$ cat src/rtl/seq_barrel_shifter.sv
// Multi-cycle ARM data-processing barrel shifter: one bit position per SHIFT
// cycle, start/done handshake, full immediate and register shift semantics.
module seq_barrel_shifter (
  input  logic        clk,
  input  logic        rst_n,
  input  logic        start,
  input  logic [1:0]  shift_type,
  input  logic        is_imm,
  input  logic [7:0]  amount,
  input  logic [31:0] operand,
  input  logic        carry_in,
  output logic        busy,
  output logic        done,
  output logic [31:0] result,
  output logic        carry_out
);

  typedef enum logic [1:0] {IDLE, SHIFT, DONE} state_t;
  typedef enum logic [2:0] {OP_LSL, OP_LSR, OP_ASR, OP_ROR, OP_RRX} op_t;

  state_t      state, state_next;
  op_t         op, op_load;
  logic [5:0]  rem, n_load;
  logic        cin_load;
  logic        accept;
  logic [31:0] step_result;
  logic        step_carry;

  assign accept = (state == IDLE) && start;
  assign busy   = (state != IDLE);
  assign done   = (state == DONE);

  // Decode the step count, operation and initial carry for a new request.
  always_comb begin
    n_load   = '0;
    cin_load = carry_in;
    unique case (shift_type)
      2'b00:   op_load = OP_LSL;
      2'b01:   op_load = OP_LSR;
      2'b10:   op_load = OP_ASR;
      default: op_load = OP_ROR;
    endcase
    if (is_imm) begin
      if (amount[4:0] == 5'd0) begin
        unique case (shift_type)
          2'b00:        n_load = 6'd0;
          2'b01, 2'b10: n_load = 6'd32;
          default: begin
            n_load  = 6'd1;
            op_load = OP_RRX;
          end
        endcase
      end else begin
        n_load = {1'b0, amount[4:0]};
      end
    end else begin
      unique case (shift_type)
        2'b00, 2'b01: n_load = (amount > 8'd33) ? 6'd33 : amount[5:0];
        2'b10:        n_load = (amount > 8'd32) ? 6'd32 : amount[5:0];
        default: begin
          n_load = {1'b0, amount[4:0]};
          if ((amount != 8'd0) && (amount[4:0] == 5'd0))
            cin_load = operand[31];
        end
      endcase
    end
  end

  always_comb begin
    state_next = state;
    unique case (state)
      IDLE:    if (start) state_next = (n_load == 6'd0) ? DONE : SHIFT;
      SHIFT:   if (rem == 6'd0) state_next = DONE;
      DONE:    state_next = IDLE;
      default: state_next = IDLE;
    endcase
  end

  // RRX always runs exactly one step, so carry_out still holds the latched
  // carry_in when the step shifts it into bit 31.
  always_comb begin
    step_result = result;
    step_carry  = result[0];
    unique case (op)
      OP_LSL: begin
        step_carry  = result[31];
        step_result = {result[30:0], 1'b0};
      end
      OP_LSR:  step_result = {1'b0, result[31:1]};
      OP_ASR:  step_result = {result[31], result[31:1]};
      OP_ROR:  step_result = {result[0], result[31:1]};
      OP_RRX:  step_result = {carry_out, result[31:1]};
      default: step_result = result;
    endcase
  end

  always_ff @(posedge clk or negedge rst_n) begin
    if (!rst_n) state <= IDLE;
    else        state <= state_next;
  end

  // The last SHIFT cycle sees rem already at zero and only moves to DONE.
  always_ff @(posedge clk or negedge rst_n) begin
    if (!rst_n) begin
      result    <= '0;
      carry_out <= 1'b0;
      rem       <= '0;
      op        <= OP_LSL;
    end else if (accept) begin
      result    <= operand;
      carry_out <= cin_load;
      op        <= op_load;
      rem       <= n_load;
    end else if ((state == SHIFT) && (rem != 6'd0)) begin
      result    <= step_result;
      carry_out <= step_carry;
      rem       <= rem - 6'd1;
    end
  end

endmodule

$ cat config.mk
export PLATFORM = sky130hd
export DESIGN_NAME = seq_barrel_shifter
export DESIGN_NICKNAME = d
export VERILOG_FILES = /design/src/rtl/seq_barrel_shifter.sv
export SDC_FILE = /design/constraint.sdc
export NUM_CORES = 1
export LEC_CHECK = 0
export BUFFER_PORTS_ARGS = -buffer_cell sky130_fd_sc_hd__buf_4
export CORE_ASPECT_RATIO = 1.4
export CORE_UTILIZATION = 37
export DETAILED_ROUTE_END_ITERATION = 10
export GPL_ROUTABILITY_DRIVEN = 0
export HOLD_SLACK_MARGIN = 0.08
export PLACE_DENSITY = 0.7
export SLEW_MARGIN = 20
export SYNTH_ARGS = -nofsm -noshare
export SYNTH_HDL_FRONTEND = slang
export SYNTH_SLANG_ARGS = --single-unit
$ cat constraint.sdc
create_clock -name clk -period 4.1 [get_ports clk]
set_clock_uncertainty 0.15 [all_clocks]
set_input_delay 0.82 -clock clk [delete_from_list [all_inputs] [get_ports clk]]
set_output_delay 0.82 -clock clk [all_outputs]
set_load 0.03 [all_outputs]
==> results.sh, run 1 <==
export IMPL_grt_pass1_vias=2709
export IMPL_h_tree_depth=2
export IMPL_drv_cap=0
export IMPL_syn_to_final_growth_pct=24.1
export IMPL_die_x_um=78.7
export IMPL_drc=0
export IMPL_cts_root_buf="clkbuf_8"
export IMPL_viasPerCell=5.66
export IMPL_synth_xor_area_share_pct=0.287
export IMPL_cp_max_fo=19
export IMPL_r2r_end="result[4]$_DFFE_PN0P_"
export IMPL_syn_nets=371
export IMPL_drive_gt1_share_pct=35.0
export IMPL_final_common_cell="buf_4"
export IMPL_grt_remaining_overflow=0
export IMPL_max_freq_mhz=351
export IMPL_cts_tree="done"
export IMPL_dp_hpwl_um=5810
export IMPL_post_route_period_util_pct=69.5
export IMPL_nets=440
export IMPL_worstMarginPinSlew_ns=0.824
export IMPL_synth_cell_types=47
export IMPL_syn_inst=317
export IMPL_drv_slew=0
export IMPL_powerDensity_nw_per_um2=833
export IMPL_synth_top_family_by_area="compound AO/OA/AOI/OAI gates"
export IMPL_rrSetupSlack_ns=1.25
export IMPL_fin_setup_tns_ns=0
export IMPL_wl_um=8000
export IMPL_worstHoldPathType="primary input to asynchronous set/reset pin"
export IMPL_synth_compound_area_share_pct=19.8
export IMPL_yosysSeqAreaShare_pct=36.1
export IMPL_cp_data_arrival_time_ns=2.88
export IMPL_dr_pass1_iters=4
export IMPL_final_area_um2=3780
export IMPL_antenna_found_initial=0
export IMPL_leakage_nw=1.73
export IMPL_rows=38
export IMPL_max_stage_delay_ns=0.69
export IMPL_io_buffers=81
export IMPL_min_period_ns=2.85
export IMPL_synth_fa_ha_area_share_pct=2.87
export IMPL_dieArea_um2=8610
export IMPL_crit_family="compound AO/OA/AOI/OAI gates"
export IMPL_clock_path_buffers=2
export IMPL_routedWlPerCell_um=16.5
export IMPL_synth_area_um2=3050
export IMPL_crit_chain="nor2b_1 > o21ai_4 > o21ai_4 > buf_4 > mux2_4"
export IMPL_total_power_mw=3.15
export IMPL_start_util_pct=38.9
export IMPL_drt_first_iter_violations=199
export IMPL_synth_seq_cells=44
export IMPL_synthSimpleGateAreaFrac_pct=18.4
export IMPL_cts_sinks=44
export IMPL_peakVddDrop_mv=0.365
export IMPL_fillers=783
export IMPL_required_ns=4.14
export IMPL_place_area_um2=3700
export IMPL_grt_max_degree=45
export IMPL_avgSynthCellArea_um2=9.61
export IMPL_clkSlewWorstSetupHoldPaths_ns=0.08
export IMPL_ant_nets=0
export IMPL_path_class="flip-flop to flip-flop"
export IMPL_coreArea_um2=7850
export IMPL_postCtsHoldBufs=0
export IMPL_cts_resized=0
export IMPL_clock_latency_ns=0.30
export IMPL_antenna_cells=0
export IMPL_end_kind="flip-flop"
export IMPL_hold_viol_final=0
export IMPL_die_h_um=109
export IMPL_rr_worst_depth=5
export IMPL_vias=2753
export IMPL_final_util_pct=48.2
export IMPL_status="finished, final reports clean"
export IMPL_grt_use_total_pct=19.6
export IMPL_crit_path_frequent_cell="o21ai_4"
export IMPL_synthMuxAreaShare_pct=17.9
export IMPL_crit_buf_inv=1
export IMPL_cp_slowest_cell="o21ai_4"
export IMPL_startpoint_type="flip-flop"
export IMPL_io_pins=82
export IMPL_grt_pass1_wl_um=13300
export IMPL_most_common_layout_cells="buf_4 (86), nand2_1 (59), o211ai_1 (45)"
export IMPL_finalSetupViolations=0
export IMPL_yosysWarnings=0
export IMPL_post_cts_setup_buffer_count=0
export IMPL_cts_buffers=5
export IMPL_regToRegStartpoint="state[0]$_DFFE_PN0P_"
export IMPL_grt_setup_unrepaired="false"
export IMPL_slew_headroom_pct=44.9
worst max-delay path by stage:
stage                                     from                endpoint  depth (start not counted)
final                     state[0]$_DFFE_PN0P_   result[4]$_DFFE_PN0P_                          5
after global routing      state[0]$_DFFE_PN0P_   result[4]$_DFFE_PN0P_                          5
after CTS                 state[0]$_DFFE_PN0P_   result[4]$_DFFE_PN0P_                          5
after detailed placement                 start   result[4]$_DFFE_PN0P_                          5
after global placement                   start  result[28]$_DFFE_PN0P_                          5
after floorplan                          start  result[28]$_DFFE_PN0P_                          7
layout make-up:
cell class / instances / area (µm²) / share of cell area (%)
timing repair buffer: 86 / 646 / 17.1
clock inverter: 1 / 5.00 / 0.132
clock buffer: 6 / 72.6 / 1.92
multi-input combinational: 243 / 1810 / 47.9
sequential: 44 / 1100 / 29.1
tap: 100 / 125 / 3.31
inverter: 6 / 22.5 / 0.595
registers in the layout (all words and copies together) (netlist names):
register,count
op,3
state,2
result,32
rem,6
carry_out,1
per-layer routing:
metal | up-vias | wire (µm) | track usage [%] | part of all wire, %
met1 | 1329 | 3370 | 24.1 | 42
met3 | 10 | 386 | 3.07 | 4.8
li1 | 1324 | - | - | -
met2 | 90 | 4130 | 34.7 | 52
met5 | - | 0 | 0 | 0
met4 | 0 | 118 | 6.75 | 1.5
kinds of logic after synthesis:
| logic type | count (synthesis) |
|---|---|
| buffers and inverters | 30 |
| adder cells (fa/ha/maj) | 7 |
| AO/OA/AOI/OAI | 82 |
| XOR/XNOR | 1 |
| AND/OR/NAND/NOR | 114 |
| flip-flops | 44 |
| multiplexers | 39 |
Yosys cell counts, drive strengths merged:
| master | instances | share of area (%) |
|---|---|---|
| a211o | 3 | 0.86 |
| a211oi | 1 | 0.25 |
| a21boi | 1 | 0.25 |
| a21o | 1 | 0.25 |
| a21oi | 2 | 0.33 |
| a221o | 1 | 0.33 |
| a2bb2oi | 1 | 0.29 |
| a311oi | 1 | 0.29 |
| a31oi | 4 | 0.82 |
| and2 | 1 | 0.21 |
| and3 | 1 | 0.21 |
| and3b | 1 | 0.29 |
| buf | 11 | 2.3 |
| clkbuf | 13 | 1.6 |
| dfrtp | 44 | 36 |
| ha | 7 | 2.9 |
| inv | 6 | 0.74 |
| mux2 | 33 | 16 |
| mux2i | 6 | 2.0 |
| nand2 | 60 | 7.5 |
| nand3 | 3 | 0.49 |
| nand4 | 17 | 3.5 |
| nor2 | 8 | 0.99 |
| nor2b | 2 | 0.41 |
| nor3 | 6 | 1.1 |
| nor3b | 4 | 0.99 |
| nor4 | 2 | 0.41 |
| nor4b | 1 | 0.29 |
| o211a | 1 | 0.33 |
| o211ai | 45 | 11 |
| o21a | 2 | 0.49 |
| o21ai | 16 | 3.4 |
| o311ai | 2 | 0.57 |
| o32ai | 1 | 0.29 |
| or2 | 2 | 0.41 |
| or3 | 3 | 0.62 |
| or3b | 1 | 0.29 |
| or4 | 1 | 0.25 |
| or4b | 1 | 0.45 |
| xor2 | 1 | 0.29 |
stage by stage:
step / setup slack [ns] / instances / hold slack (ns)
floorplan: 1.77 / 317 / 0.355
global placement: 1.06 / 479 / 0.373
detailed placement: 1.03 / 479 / 0.383
CTS: 1.25 / 486 / 0.380
global route: 1.04 / 486 / 0.394
finish: 1.25 / 486 / 0.357
power by group:
group	leakage, nW	internal, mW	switching [mW]
logic	1.14	0.962	1.06
registers	0.553	0.640	0.230
clock network	0.0410	0.116	0.145
(Power assumes the default switching activity.)
==> run 2: changes to the inputs <==
--- a/config.mk
+++ b/config.mk
@@ -5,6 +5,7 @@
 export SDC_FILE = /design/constraint.sdc
 export NUM_CORES = 1
 export LEC_CHECK = 0
+export ABC_AREA = 1
 export BUFFER_PORTS_ARGS = -buffer_cell sky130_fd_sc_hd__buf_4
 export CORE_ASPECT_RATIO = 1.4
 export CORE_UTILIZATION = 37
==> constraint.sdc (replaced) <==
create_clock -name clk -period 2.8 [get_ports clk]
set_clock_uncertainty 0.15 [all_clocks]
set_input_delay 0.56 -clock clk [delete_from_list [all_inputs] [get_ports clk]]
set_output_delay 0.56 -clock clk [all_outputs]
set_load 0.03 [all_outputs]
==> results.sh, run 2 <==
export IMPL_status="finished, final reports clean"
export IMPL_peakVddDrop_mv=0.440
export IMPL_clock_path_buffers=2
export IMPL_leakage_nw=1.82
export IMPL_regMostFlops="result"
export IMPL_slew_headroom_pct=37.7
export IMPL_ant_nets=0
export IMPL_route_met3_wl_um=413
export IMPL_required_ns=2.87
export IMPL_rows=37
export IMPL_h_tree_depth=2
export IMPL_grt_max_degree=63
export IMPL_path_class="flip-flop to flip-flop"
export IMPL_synth_top_family_by_area="compound AO/OA/AOI/OAI gates"
export IMPL_multi_input_area_um2=1500
export IMPL_start_util_pct=38.9
export IMPL_routedWlPerCell_um=13.3
export IMPL_final_util_pct=49.2
export IMPL_top_layer="met4"
export IMPL_crit_family="simple AND/OR/NAND/NOR gates"
export IMPL_met1_length_um=3100
export IMPL_max_stage_delay_ns=0.41
export IMPL_syn_nets=435
export IMPL_grt_setup_unrepaired="false"
export IMPL_fillers=736
export IMPL_antenna_found_initial=0
export IMPL_io_buffers=81
export IMPL_cts_sinks=44
export IMPL_grt_pass1_vias=2825
export IMPL_hold_viol_final=0
export IMPL_avgSynthCellArea_um2=7.62
export IMPL_max_freq_mhz=449
export IMPL_final_area_um2=3670
export IMPL_drv_cap=0
export IMPL_grt_use_total_pct=19.2
export IMPL_synth_seq_cells=44
export IMPL_yosysWarnings=0
export IMPL_nets=509
export IMPL_postCtsHoldBufs=0
export IMPL_io_pins=82
export IMPL_startpoint_type="flip-flop"
export IMPL_clock_latency_ns=0.30
export IMPL_synthTopCellsByArea="dfrtp_1 (38%), nand2_1 (8.0%), a21oi_1 (7.2%)"
export IMPL_dieArea_um2=8210
export IMPL_synthSimpleGateAreaFrac_pct=19.0
export IMPL_cts_buffers=5
export IMPL_syn_to_final_growth_pct=26.4
export IMPL_stdcell_count=553
export IMPL_yosys_area_top_type="dfrtp_1"
export IMPL_yosys_top_cells_count="nand2_1 (62), inv_1 (49), nor2_1 (45)"
export IMPL_dp_cells=545
export IMPL_seq_area_um2=1100
export IMPL_cp_depth=7
export IMPL_die_x_um=76.9
export IMPL_vias=2885
export IMPL_die_h_um=107
export IMPL_syn_inst=381
export IMPL_powerDensity_nw_per_um2=1340
export IMPL_viasPerCell=5.22
export IMPL_drc=0
export IMPL_synth_xor_area_share_pct=1.21
export IMPL_antenna_cells=0
export IMPL_synth_compound_area_share_pct=28.4
export IMPL_post_cts_setup_buffer_count=0
export IMPL_coreArea_um2=7450
export IMPL_cp_slowest_cell="dfrtp_1"
export IMPL_top_regs="result x32, rem x6, op x3"
export IMPL_synth_area_um2=2900
export IMPL_fin_setup_tns_ns=0
export IMPL_final_common_cell="buf_4"
export IMPL_worstMarginPinSlew_ns=0.931
export IMPL_synth_most_common_cell="nand2_1"
export IMPL_crit_chain="nor2_1 > nand2_2 > nand2_4 > o21ai_4 > inv_4 > o21ai_0 > o22ai_2"
export IMPL_end_kind="flip-flop"
export IMPL_drive_gt1_share_pct=26.3
export IMPL_synth_cell_types=35
export IMPL_grt_pass1_wl_um=12800
export IMPL_grt_remaining_overflow=0
export IMPL_wl_um=7360
export IMPL_synth_fa_ha_area_share_pct=3.02
export IMPL_dr_pass1_iters=4
export IMPL_drt_first_iter_violations=226
export IMPL_worstHoldPathType="primary input to asynchronous set/reset pin"
export IMPL_cp_data_arrival_time_ns=2.30
export IMPL_most_common_layout_cells="buf_4 (86), nand2_1 (61), inv_1 (49)"
export IMPL_synthMuxAreaShare_pct=0
export IMPL_cp_max_fo=36
export IMPL_largest_register_ffs=32
export IMPL_min_period_ns=2.23
export IMPL_cts_resized=0
export IMPL_post_route_period_util_pct=79.6
export IMPL_whs_ns=0.0946
export IMPL_synth_flop_cell="dfrtp_1"
export IMPL_crit_buf_inv=1
export IMPL_synth_edf_count=0
export IMPL_synth_async_reset_ratio_pct=100
export IMPL_synth_top_area_share_pct=37.9
export IMPL_cts_tree="done"
export IMPL_place_area_um2=3560
export IMPL_yosysSeqAreaShare_pct=37.9
export IMPL_finalSetupViolations=0
export IMPL_clkSlewWorstSetupHoldPaths_ns=0.09
export IMPL_rr_worst_depth=7
export IMPL_drv_slew=0
export IMPL_met2_wirelength_um=3680
export IMPL_dp_hpwl_um=5390
export IMPL_cts_root_buf="clkbuf_8"
run 2: changes by cell type in the layout (fill, tap and decap cells not counted), moves of 6 or more:
cell / delta
inv_1: +43
a21oi_1: +40
nor2_1: +38
mux2_4: -30
o211ai_1: -30
o21ai_0: +18
nand4_1: -17
nand3_1: +11
o22ai_2: +11
a22oi_1: +7
mux2i_1: -6
o21ai_2: +6
run 2: path summary, 6_finish.rpt:
kind	from	to	slack [ns]
setup / recovery	state[1]$_DFFE_PN0P_	result[1]$_DFFE_PN0P_	0.57
hold / removal	rst_n	result[23]$_DFFE_PN0P_	0.09
setup reg to reg	state[1]$_DFFE_PN0P_	result[1]$_DFFE_PN0P_	0.57
hold reg to reg	rem[1]$_DFFE_PN0P_	rem[1]$_DFFE_PN0P_	0.35
max in group asynchronous	rst_n	result[6]$_DFFE_PN0P_	2.02
min in group clk	rem[1]$_DFFE_PN0P_	rem[1]$_DFFE_PN0P_	0.35
run 2: cell families after synthesis:
| family | Yosys count |
|---|---|
| compound gates | 125 |
| xor+xnor | 4 |
| fa+ha+maj | 7 |
| buf+inv | 70 |
| flops | 44 |
| simple gates | 131 |
run 2: worst reg2reg max path: stages, from the launching register on:
cell and delay, ns:
dfrtp_1 0.41, nor2_1 0.27, nand2_2 0.26, nand2_4 0.21, o21ai_4 0.14, inv_4 0.37, o21ai_0 0.22, o22ai_2 0.14
run 2: metal layers:
layer / vias up / global-route usage [%]
li1: 1428 / -
met1: 1357 / 23.0
met2: 85 / 33.4
met3: 15 / 3.40
met4: 0 / 8.10
met5: - / 0
run 2: metrics by stage:
stage	worst slack, ns	power, mW
final	0.572	4.90
after global routing	0.356	5.35
after CTS	0.577	4.94
after detailed placement	0.554	4.44
after global placement	0.581	4.37
after floorplan	0.939	3.63
run 2: cell type report:
cell class / count / area share (%)
clock buffer: 6 / 1.98
clock inverter: 2 / 0.955
inverter: 51 / 5.28
multi-input combinational: 267 / 40.9
sequential: 44 / 30.0
tap: 97 / 3.31
timing repair buffer: 86 / 17.6
run 2: report_power, final:
group	internal [mW]	total [mW]	leakage [nW]	switching [mW]
Combinational	1.18	3.16	1.25	1.99
Clock	0.265	0.489	0.0552	0.224
Sequential	0.976	1.25	0.519	0.270
Total	2.42	4.90	1.82	2.48
